**config.mk**
```make
export PLATFORM = sky130hd
export DESIGN_NAME = lsu_mem_master
export DESIGN_NICKNAME = d
export VERILOG_FILES = /design/src/rtl/lsu_pkg.sv /design/src/rtl/lsu_load_align.sv /design/src/rtl/lsu_mem_master.sv
export SDC_FILE = /design/constraint.sdc
export NUM_CORES = 1
export LEC_CHECK = 0
export ABC_AREA = 1
export CAP_MARGIN = 40
export CORE_UTILIZATION = 40
export DETAILED_ROUTE_END_ITERATION = 8
export PLACE_DENSITY = 0.76
export SLEW_MARGIN = 20
export SYNTH_ARGS = -nofsm -noshare
export SYNTH_HDL_FRONTEND = slang
export SYNTH_SLANG_ARGS = --single-unit
```
**constraint.sdc**
```tcl
create_clock -name clk -period 1.9 [get_ports clk]
set_clock_uncertainty 0.2 [all_clocks]
set_input_delay 0.38 -clock clk [delete_from_list [all_inputs] [get_ports clk]]
set_output_delay 0.38 -clock clk [all_outputs]
set_load 0.03 [all_outputs]
```
**src/rtl/lsu_pkg.sv**
```systemverilog
// Shared definitions for the load/store unit: RV32I funct3 codes, FSM state
// encoding, default timeout and store lane helpers.
package lsu_pkg;

    localparam logic [2:0] F3_B  = 3'd0;
    localparam logic [2:0] F3_H  = 3'd1;
    localparam logic [2:0] F3_W  = 3'd2;
    localparam logic [2:0] F3_BU = 3'd4;
    localparam logic [2:0] F3_HU = 3'd5;

    localparam int DEF_TIMEOUT_CYCLES = 16;

    typedef enum logic [1:0] {
        S_IDLE = 2'd0,
        S_REQ  = 2'd1,
        S_DONE = 2'd2
    } state_t;

    // Byte enables for a store; a misaligned half/word falls back to the
    // aligned-down lanes, which matches the word-addressed memory.
    function automatic logic [3:0] store_be(input logic [2:0] funct3,
                                            input logic [1:0] addr_lo);
        logic [3:0] be;
        case (funct3)
            F3_B:    be = 4'b0001 << addr_lo;
            F3_H:    be = addr_lo[1] ? 4'b1100 : 4'b0011;
            default: be = 4'b1111;
        endcase
        return be;
    endfunction

    // Replicate the store operand across every lane it could land in.
    function automatic logic [31:0] store_wdata(input logic [2:0]  funct3,
                                                input logic [31:0] wdata);
        logic [31:0] d;
        case (funct3)
            F3_B:    d = {4{wdata[7:0]}};
            F3_H:    d = {2{wdata[15:0]}};
            default: d = wdata;
        endcase
        return d;
    endfunction

endpackage

```
**src/rtl/lsu_load_align.sv**
```systemverilog
// Extracts the addressed byte/halfword from a read word and sign- or
// zero-extends it according to the load funct3.
module lsu_load_align
    import lsu_pkg::*;
(
    input  logic [31:0] rdata,
    input  logic [1:0]  addr_lo,
    input  logic [2:0]  funct3,
    output logic [31:0] data
);

    logic signed [7:0]  byte_sel;
    logic signed [15:0] half_sel;

    // Lane select, then extension; a misaligned half ignores addr_lo[0].
    always_comb begin
        byte_sel = 8'sd0;
        half_sel = 16'sd0;
        data     = 32'd0;
        case (addr_lo)
            2'd0:    byte_sel = rdata[7:0];
            2'd1:    byte_sel = rdata[15:8];
            2'd2:    byte_sel = rdata[23:16];
            default: byte_sel = rdata[31:24];
        endcase
        half_sel = addr_lo[1] ? rdata[31:16] : rdata[15:0];
        case (funct3)
            F3_B:    data = {{24{byte_sel[7]}}, byte_sel};
            F3_BU:   data = {24'd0, byte_sel};
            F3_H:    data = {{16{half_sel[15]}}, half_sel};
            F3_HU:   data = {16'd0, half_sel};
            default: data = rdata;
        endcase
    end

endmodule

```
**src/rtl/lsu_mem_master.sv**
```systemverilog
// Load/store unit bus master: turns RV32I loads/stores into word-aligned
// valid/ack memory transactions with byte enables and a timeout.
// Optional macro LSU_MISALIGN_EXC_EN: when defined, misaligned half/word
// accesses are rejected with err instead of being aligned down.
module lsu_mem_master
    import lsu_pkg::*;
#(
    parameter int TIMEOUT_CYCLES = DEF_TIMEOUT_CYCLES,
    parameter int CNT_W          = 5
) (
    input  logic        clk,
    input  logic        rst_n,
    input  logic        req_valid,
    input  logic        req_we,
    input  logic [2:0]  req_funct3,
    input  logic [31:0] req_addr,
    input  logic [31:0] req_wdata,
    output logic        busy,
    output logic        done,
    output logic        err,
    output logic [31:0] load_data,
    output logic        mem_req,
    output logic        mem_we,
    output logic [31:0] mem_addr,
    output logic [3:0]  mem_be,
    output logic [31:0] mem_wdata,
    input  logic        mem_ack,
    input  logic [31:0] mem_rdata
);

    state_t             state;
    logic [CNT_W-1:0]   cnt;
    logic [2:0]         funct3_q;
    logic [1:0]         addr_lo_q;
    logic               illegal;
    logic [31:0]        aligned_data;

    // Decode whether the presented request may go to the bus at all.
    always_comb begin
        illegal = 1'b0;
        if (req_we) begin
            illegal = (req_funct3 > F3_W);
        end else begin
            illegal = (req_funct3 == 3'd3) || (req_funct3 == 3'd6) ||
                      (req_funct3 == 3'd7);
        end
`ifdef LSU_MISALIGN_EXC_EN
        case (req_funct3)
            F3_H, F3_HU: if (req_addr[0]) illegal = 1'b1;
            F3_W:        if (req_addr[1:0] != 2'b00) illegal = 1'b1;
            default:     ;
        endcase
`endif
    end

    lsu_load_align u_load_align (
        .rdata   (mem_rdata),
        .addr_lo (addr_lo_q),
        .funct3  (funct3_q),
        .data    (aligned_data)
    );

    // Transaction FSM with registered status and bus outputs.
    always_ff @(posedge clk or negedge rst_n) begin
        if (!rst_n) begin
            state     <= S_IDLE;
            cnt       <= '0;
            funct3_q  <= 3'd0;
            addr_lo_q <= 2'd0;
            busy      <= 1'b0;
            done      <= 1'b0;
            err       <= 1'b0;
            load_data <= 32'd0;
            mem_req   <= 1'b0;
            mem_we    <= 1'b0;
            mem_addr  <= 32'd0;
            mem_be    <= 4'd0;
            mem_wdata <= 32'd0;
        end else begin
            case (state)
                S_IDLE: begin
                    if (req_valid) begin
                        busy <= 1'b1;
                        if (illegal) begin
                            // Rejected without touching the bus.
                            state     <= S_DONE;
                            done      <= 1'b1;
                            err       <= 1'b1;
                            load_data <= 32'd0;
                        end else begin
                            state     <= S_REQ;
                            cnt       <= '0;
                            err       <= 1'b0;
                            funct3_q  <= req_funct3;
                            addr_lo_q <= req_addr[1:0];
                            mem_req   <= 1'b1;
                            mem_we    <= req_we;
                            mem_addr  <= {req_addr[31:2], 2'b00};
                            mem_be    <= req_we ? store_be(req_funct3, req_addr[1:0]) : 4'b1111;
                            mem_wdata <= req_we ? store_wdata(req_funct3, req_wdata) : 32'd0;
                        end
                    end
                end
                S_REQ: begin
                    if (mem_ack) begin
                        state   <= S_DONE;
                        mem_req <= 1'b0;
                        done    <= 1'b1;
                        err     <= 1'b0;
                        if (!mem_we) begin
                            load_data <= aligned_data;
                        end
                    end else if (cnt == CNT_W'(TIMEOUT_CYCLES - 1)) begin
                        state     <= S_DONE;
                        mem_req   <= 1'b0;
                        done      <= 1'b1;
                        err       <= 1'b1;
                        load_data <= 32'd0;
                    end else begin
                        cnt <= cnt + 1'b1;
                    end
                end
                S_DONE: begin
                    state <= S_IDLE;
                    done  <= 1'b0;
                    err   <= 1'b0;
                    busy  <= 1'b0;
                end
                default: begin
                    state   <= S_IDLE;
                    done    <= 1'b0;
                    err     <= 1'b0;
                    busy    <= 1'b0;
                    mem_req <= 1'b0;
                end
            endcase
        end
    end

endmodule

```
; Word-level counts from Yosys, hierarchy flattened
; Index checks and enable logic that the tools add are counted.
[totals]
regBits = 115
ramBits = 0
input_bits = 104
n_memories = 0
latch_bits = 0
output_inout_bits = 105
rom_bits = 0
word_cells = 93
[classes]
magnitude_cmp = 1
addsub = 1
div_mod_pow = 0
mux = 41
n_eq_ne = 19
bitwise = 3
reduce_logical = 14
mul = 0
shifts = 1
[op_table]
columns = cell, n
row1 = $mux W32, 6
row2 = $pmux W32 S2, 2
row3 = $pmux W32 S4, 1
row4 = $pmux W8 S3, 1
row5 = $mux W5, 4
row6 = $mux W16, 1
row7 = $mux W1, 13
row8 = $eq A3 B3 Y1 const B, 4
row9 = $ne A2 B2 Y1 const B, 5
row10 = $pmux W5 S2, 1
row11 = $reduce_and A5 Y1, 2
row12 = $mux W2, 4
row13 = $mux W4, 2
row14 = $pmux W4 S2, 1
row15 = $eq A3 B1 Y1 const B, 2
row16 = $logic_not A3 Y1, 2
row17 = $ne A3 B3 Y1 const B, 2
row18 = $pmux W1 S2, 3
row19 = $reduce_and A3 Y1, 2
row20 = $add A5 B1 Y5 const B, 1
row21 = $eq A5 B4 Y1 const B, 1
row22 = $eq A2 B1 Y1 const B, 2
row23 = $eq A2 B2 Y1 const B, 2
row24 = $logic_not A2 Y1, 2
row25 = other kinds (10), 14

; Logic depth before layout (Yosys ltp)
; Gate-level depths: netlist of the first run.
[depth]
word_depth = 7
mapped_depth = 13
depth_no_buf = 12

; Hierarchy
; From an unflattened synthesis of the first run, not the netlist that was laid out.
[unflattened]
cells_unflattened = 862
hier_area_um2 = 6188.4
[by_module_without_submodules]
columns = module, cells_per_inst, n_inst, area_per_inst_um2, seq_area_each_um2
row1 = lsu_mem_master, 670, 1, 5292.6, 2877.8
row2 = lsu_load_align, 192, 1, 895.9, 0.0

; Least setup slack after synthesis of the first run
; No wires, ideal clock.
[synth_path]
path_kind = reg2reg
startpoint = reg cnt[0]
endpoint = reg load_data[16]
synth_period_minus_slack_ns = 2.042
required_ns = 1.583
n_path_buf = 1
stages_incl_launch_ff = 14
slack_ns = -0.142
arrival_time_ns = 1.725
setup_ns = 0.117
cell_sequence = dfrtp_1 > ha_1 > nand2_1 > nor2_1 > ha_1 > inv_1 > nand2_1 > nor2_1 > nor2_4 > nand3_2 > buf_2 > nor2_1 > nand2_1 > nand2_1
[synth_between]
elab_chain_len = 3
[synth_lines]
columns = item, line_no
row1 = start: declaration, lsu_mem_master.sv:32  ; logic [CNT_W-1:0] cnt;
row2 = start signal: assignment, lsu_mem_master.sv:120  ; cnt <= cnt + 1'b1;
row3 = $eq A5 B4 Y1, lsu_mem_master.sv:113  ; end else if (cnt == CNT_W'(TIMEOUT_CYCLES - 1)) begin
row4 = $ne A3 B3 Y1 (no line), --
row5 = $reduce_and A5 Y1 (no line), --
row6 = end signal: assignment, lsu_mem_master.sv:111  ; load_data <= aligned_data;
row7 = end: declaration, lsu_mem_master.sv:21  ; output logic [31:0] load_data,
; Every way passes these cells.
; A chain may end at the register's enable or synchronous reset.

; Final worst setup path of the first run
[layout_path]
startpoint = reg cnt[0]
endpoint = reg load_data[2]
; Same word-level chain as after synthesis.

==> impl_metrics.yaml, run 1 <==
placement:
  dp.cells: 1103
  dpl.hpwl_um: 11840
  gp_congestion: 0.8603
  place_ws_ns: -0.2012
  port_buffers: 206
synthesis:
  yosys_warnings: 0
  synth_most_common_cell: "nand2_1"
  synth_top_area_share_pct: 51.28
  yosysTopAreaCell: "dfrtp_1"
  yosysSeqAreaShare_pct: 51.28
  synthTopCellsByCount: "nand2_1 (235), dfrtp_1 (115), o21ai_0 (114)"
  yosys.cell_types.count: 32
  synthTopCellsByArea: "dfrtp_1 (51%), nand2_1 (16%), o21ai_0 (10%)"
  async_flop_share_pct: 100.0
  syn_avg_cell_area_um2: 7.805
  synth_edf_count: 0
  netlist_area_mm2: 0.005612
  netlist_instances: 719
  ys.flop_type: "dfrtp_1"
  ys_ff_latch: 115
cts:
  insertion_delay_ns: 0.41
  cts_sinks: 115
  clk_pin_slew_ns: 0.05
  htree_levels: 4
  cts_root_buffer: "clkbuf_16"
  cts_tree: "built"
  cts_made_buffers: 17
  cts_max_path_buffers: 2
outcome:
  violations: "negative setup slack"
  status: "finished with violations"
timing:
  max_freq_mhz: 484.2
  finalCritPeriodShare_pct: 108.7
  hold_viol: 0
  fin_crit_ns: 2.065
  holdWs_ns: 0.2618
  setup_violations: 33
  fin_ws_ns: -0.1653
  rsz0062_at_grt: "yes"
  report.final.slew_viol_count: 0
power:
  p_leak_uw: 0.004640
  pwr-share-comb_pct: 51.1
  vdd_drop_max_mv: 0.9288
  p_switching_uw: 6704
  switching_share_pct: 43.40
  p_per_area_mw_per_mm2: 1697
  seqPwrFrac_pct: 27.0
  p_clk_share_pct: 21.9
  internal_power_uw: 8743
floorplan:
  die_height_um: 120.4
  die-area_mm2: 0.01451
  num_io_pins: 209
  initial_core_util_pct: 41.71
  row_count: 42
  core_mm2: 0.01345
  die_w_um: 120.4
layout:
  final_nets: 1068
  antenna_cells: 0
  syn_to_final_growth_pct: 62.25
  drive_gt1_share_pct: 14.87
  final_util_pct: 67.68
  stdcell_count: 1151
  fill_cells: 1132
detailed_routing:
  postRouteAntennaNets: 0
  first_pass_iters: 5
  vias: 5785
  drc_errors: 0
  wl_per_cell_um: 15.56
  drt_iter0_drc: 397
  finalWirelength_um: 17910
  via_per_inst: 5.026
grt:
  antenna_found_initial: 0
  grt_pass1_wl_um: 27430
  grtUsageTotal_pct: 24.77
  grt_pass1_vias: 5535
  grt_start_max_net_pins: 50
  overflow: 0
critical_path:
  crit_required_ns: 2.00
  criticalPathCategory: "reg2reg"
  critPathMaxFanout: 8
  crit_arrival_ns: 2.17
  worstSetupStartpointType: "flop"
  crit_path_end_kind: "flop"
flow_run:
  maxCapViolCount: 0
hold_path:
  hp-class: "reg2reg"
## final timing paths
| path | to | slack [ns] | start | cells after the start |
|---|---|---|---|---|
| min in group asynchronous | load_data[4] | 0.31 | rst_n | 3 |
| hold / removal | mem_req | 0.26 | mem_req | 2 |
| setup / recovery | load_data[2] | -0.17 | cnt[0] | 14 |
| hold reg to reg | mem_req | 0.26 | mem_req | 2 |
| setup reg to reg | load_data[2] | -0.17 | cnt[0] | 14 |
| max in group asynchronous | mem_wdata[0] | 0.87 | rst_n | 3 |
## routing by layer
layer / track usage, % / part of all wire (%) / vias to the layer above
met1: 29.15 / 40 / 2672
met2: 39.26 / 47 / 279
li1: - / - / 2788
met3: 9.670 / 10 / 46
met4: 12.50 / 3.2 / 0
met5: 0 / 0 / -
## logic make-up after synthesis
group | count (synthesis) | synth area share (%)
AOI/OAI and AO/OA | 162 | 15.74
xor gates and xnor gates | 1 | 0.1561
adders and majority gates | 2 | 0.4459
buffers and inverters | 114 | 8.673
DFF | 115 | 51.28
muxes | 1 | 0.1784
other | 1 | 0.06683
and+or+nand+nor | 323 | 23.46
## state kept, by name (all words and copies together) (netlist names)
signal	cells
load_data	32
mem_wdata	32
mem_addr	30
cnt	5
mem_be	4
funct3_q	3
addr_lo_q	2
state	2
busy	1
done	1
err	1
mem_req	1
mem_we	1
## timing repair
item                                    CTS  global route
endpoints found under the hold margin   115             0
resized for setup                       128            44
pin swaps                                 1             9
hold buffers                              1             0
endpoints found under the setup margin  136            35
buffers inserted                          5             4
cloned                                    6             1
## worst max-delay path, stage by stage (launching register included)
cell and delay [ns]:
dfrtp_1 0.38, ha_2 0.19, nand2_2 0.07, nor2_2 0.04
ha_2 0.18, inv_2 0.05, nand2_2 0.06, nor2_4 0.12
nor2_4 0.05, nand3_4 0.12, buf_6 0.16, buf_12 0.17
inv_4 0.05, nand2_2 0.06, nand2_2 0.06
## cell usage in the layout, fill, tap and decap left out, drive strengths merged, types with 2 or more instances in the layout
cell,n
a21oi,2
and2,6
buf,55
bufinv,4
clkbuf,24
clkdlybuf4s50,102
clkinv,5
conb,2
dfrtp,115
dlygate4sd2,103
ha,2
inv,74
nand2,237
nand3,13
nand3b,5
nand4,6
nor2,54
o211ai,25
o21ai,132
## power groups by stage
stage / logic (uW) / registers, uW / clock network [uW]
2_1_floorplan: 2320 / 6020 / 0
3_3_place_gp: 7340 / 4180 / 0
3_5_place_dp: 7420 / 4180 / 0
4_1_cts: 7540 / 4150 / 3410
5_1_grt: 8420 / 4300 / 3560
6_report: 7900 / 4170 / 3380
## final cells by class
| type | instances | area, um^2 | share of cell area (%) |
|---|---|---|---|
| clock buffers | 23 | 467.9 | 5.139 |
| multi-input cells | 491 | 2454 | 26.95 |
| well taps | 176 | 220.2 | 2.419 |
| flip-flops and latches | 115 | 2878 | 31.61 |
| clock inverters | 9 | 152.6 | 1.677 |
| inverters | 74 | 280.3 | 3.078 |
| repair buffers | 263 | 2653 | 29.13 |
## per-stage QoR
stage	power, uW	TNS (ns)	instance area (um^2)
global route	16280	-8.557	9105
detailed placement	11610	-11.66	8162
global placement	11520	-7.885	8162
floorplan	8344	-0.04187	5652
finish	15450	-4.300	9105
CTS	15100	-3.621	8921
Power figures use the tool's default switching activity.
==> run 2, diff against run 1 <==
--- a/config.mk
+++ b/config.mk
@@ -7,9 +7,10 @@
 export LEC_CHECK = 0
 export ABC_AREA = 1
 export CAP_MARGIN = 40
+export CORE_ASPECT_RATIO = 1.2
 export CORE_UTILIZATION = 40
 export DETAILED_ROUTE_END_ITERATION = 8
-export PLACE_DENSITY = 0.76
+export PLACE_DENSITY = 0.81
 export SLEW_MARGIN = 20
 export SYNTH_ARGS = -nofsm -noshare
 export SYNTH_HDL_FRONTEND = slang
==> run 2 against run 1 <==
  * The flow still finishes with violations (negative setup slack)
  * Count of clock-buffer cells in the layout down 5
  * Combinational power decreased by 13%
  * Final area shrank 4.4%
  * Via count shrank 4.1%
  * Utilization down 4.5 points
  * Final cell count is 1.3% lower
  * Hold slack worse by 0.080 ns
  * Register-to-register slack gained 0.07 ns
  * Sequential power fell by 1%
  * Critical endpoint is now load_data[12]
==> impl_metrics.yaml, run 2 (same netlist as run 1, synthesis figures left out) <==
grt:
  overflow: 0
  grt_start_max_net_pins: 46
  grt_pass1_vias: 5404
  grt_pass1_wl_um: 26210
  grtUsageTotal_pct: 23.23
  antenna_found_initial: 0
layout:
  mostFrequentLayoutCell: "nand2_1"
  syn_to_final_growth_pct: 55.05
  final_cell_mix: "nand2_1 (231), dfrtp_1 (115), o21ai_0 (114)"
  fin_area_mm2: 0.008701
  reg.largest.list: "load_data: 32 flops, mem_wdata: 32 flops, mem_addr: 30 flops"
  drive_gt1_share_pct: 11.61
  antenna_cells: 0
  final_nets: 1058
detailed_routing:
  finalWirelength_um: 16280
  vias: 5550
  drc_errors: 0
  drt_iter0_drc: 399
  via_per_inst: 4.886
  wl_per_cell_um: 14.33
  postRouteAntennaNets: 0
  first_pass_iters: 5
critical_path:
  crit_arrival_ns: 2.14
  crit_required_ns: 2.04
  criticalPathCategory: "reg2reg"
  crit_path_end_kind: "flop"
  worstSetupStartpointType: "flop"
  critPathMaxFanout: 23
timing:
  report.final.slew_viol_count: 0
  hold_viol: 0
  rsz0062_at_grt: "yes"
  max_freq_mhz: 500.9
  fin_crit_ns: 1.997
  finalCritPeriodShare_pct: 105.1
  setup_violations: 34
  fin_ws_ns: -0.09656
cts:
  insertion_delay_ns: 0.40
  cts_max_path_buffers: 2
  clk_pin_slew_ns: 0.06
  htree_levels: 4
  cts_root_buffer: "clkbuf_16"
  cts_tree: "built"
  cts_sinks: 115
  cts_made_buffers: 17
placement:
  placed_area_mm2: 0.008170
  place_ws_ns: -0.2220
  port_buffers: 206
  dpl.hpwl_um: 11960
  gp_congestion: 0.9516
floorplan:
  row_count: 47
  die_height_um: 131.8
  core_mm2: 0.01376
  die-area_mm2: 0.01451
  initial_core_util_pct: 40.78
  die_w_um: 110.1
  num_io_pins: 209
outcome:
  status: "finished with violations"
  violations: "negative setup slack"
power:
  p_per_area_mw_per_mm2: 1610
  p_leak_uw: 0.004456
  vdd_drop_max_mv: 1.050
hold_path:
  hp-class: "in2async"
flow_run:
  maxCapViolCount: 0
[run 2: cell types whose count changed in the layout (fill, tap and decap cells not counted), moves of 3 or more]
| cell | delta |
|---|---|
| inv_6 | +3 |
| buf_16 | -5 |
| clkbuf_1 | -4 |
| o21ai_2 | -4 |
| nand2_2 | -9 |
| nand2_1 | +13 |
| nor2_4 | -8 |
| nor2_1 | +11 |
| bufinv_16 | -3 |
| o21ai_0 | +3 |
| nor2_2 | -3 |
| clkinvlp_4 | +3 |
| nand2_4 | -4 |
[run 2: final timing paths]
path	from	end	slack (ns)	cells after the start
min reg2reg	mem_req	mem_req	0.27	2
max	cnt[0]	load_data[12]	-0.1	13
max reg2reg	cnt[0]	load_data[12]	-0.1	13
min in group clk	mem_req	mem_req	0.27	2
min	rst_n	load_data[14]	0.18	2
max in group asynchronous	rst_n	funct3_q[2]	0.79	3
[run 2: area by class of cell]
class                           instances  area, um^2
Timing Repair Buffer                  253        2435
Clock inverter                         14       128.9
Inverter                               74       280.3
Multi-Input combinational cell        491        2326
Clock buffer                           18       439.2
Tap cell                              171       214.0
Sequential cell                       115        2878
Fill cell                            1246        5060
[run 2: power breakdown]
group          internal, uW  switching [uW]  leakage (uW)
clock                  1840            1190      0.000273
sequential             3500             628       0.00149
combinational          2400            4450       0.00269
[run 2: repair_timing]
action | CTS | global route
endpoints found under the hold margin | 115 | 0
hold buffers | 1 | 0
setup buffers | 0 | 3
endpoints found under the setup margin | 136 | 39
pin swaps | 1 | 2
gates resized for setup | 108 | 18
[run 2: worst max-delay path: stages, from the launching register on]
cell and delay, ns:
dfrtp_1 0.35, ha_2 0.19, nand2_2 0.07, nor2_2 0.11, ha_2 0.20, inv_2 0.04, nand2_2 0.07, nor2_4 0.04
nor2_4 0.12, nand3_4 0.14, buf_12 0.19, nor2_1 0.10, nand2_1 0.06, nand2_1 0.05
[run 2: metal layers]
metal  share of wire [%]  vias to the layer above  track usage, %
li1                    -                     2762               -
met1                  41                     2526           28.55
met2                  49                      237           38.47
met3                 8.8                       25           7.168
met4                 1.8                        0           7.602
met5                   0                        -               0
[run 2: metrics by stage]
| stage | total power [uW] | hold slack [ns] | instances | util, % | setup TNS (ns) |
|---|---|---|---|---|---|
| 2_1_floorplan | 8344 | -0.1156 | 720 | - | -0.04187 |
| 3_3_place_gp | 11470 | 0.05703 | 1100 | 59.37 | -8.887 |
| 3_5_place_dp | 11600 | 0.06097 | 1100 | 59.37 | -11.82 |
| 4_1_cts | 14010 | 0.1726 | 1133 | 62.75 | -2.874 |
| 5_1_grt | 14900 | 0.1946 | 1136 | 63.23 | -6.118 |
| 6_report | 14010 | 0.1820 | 1136 | 63.23 | -2.470 |
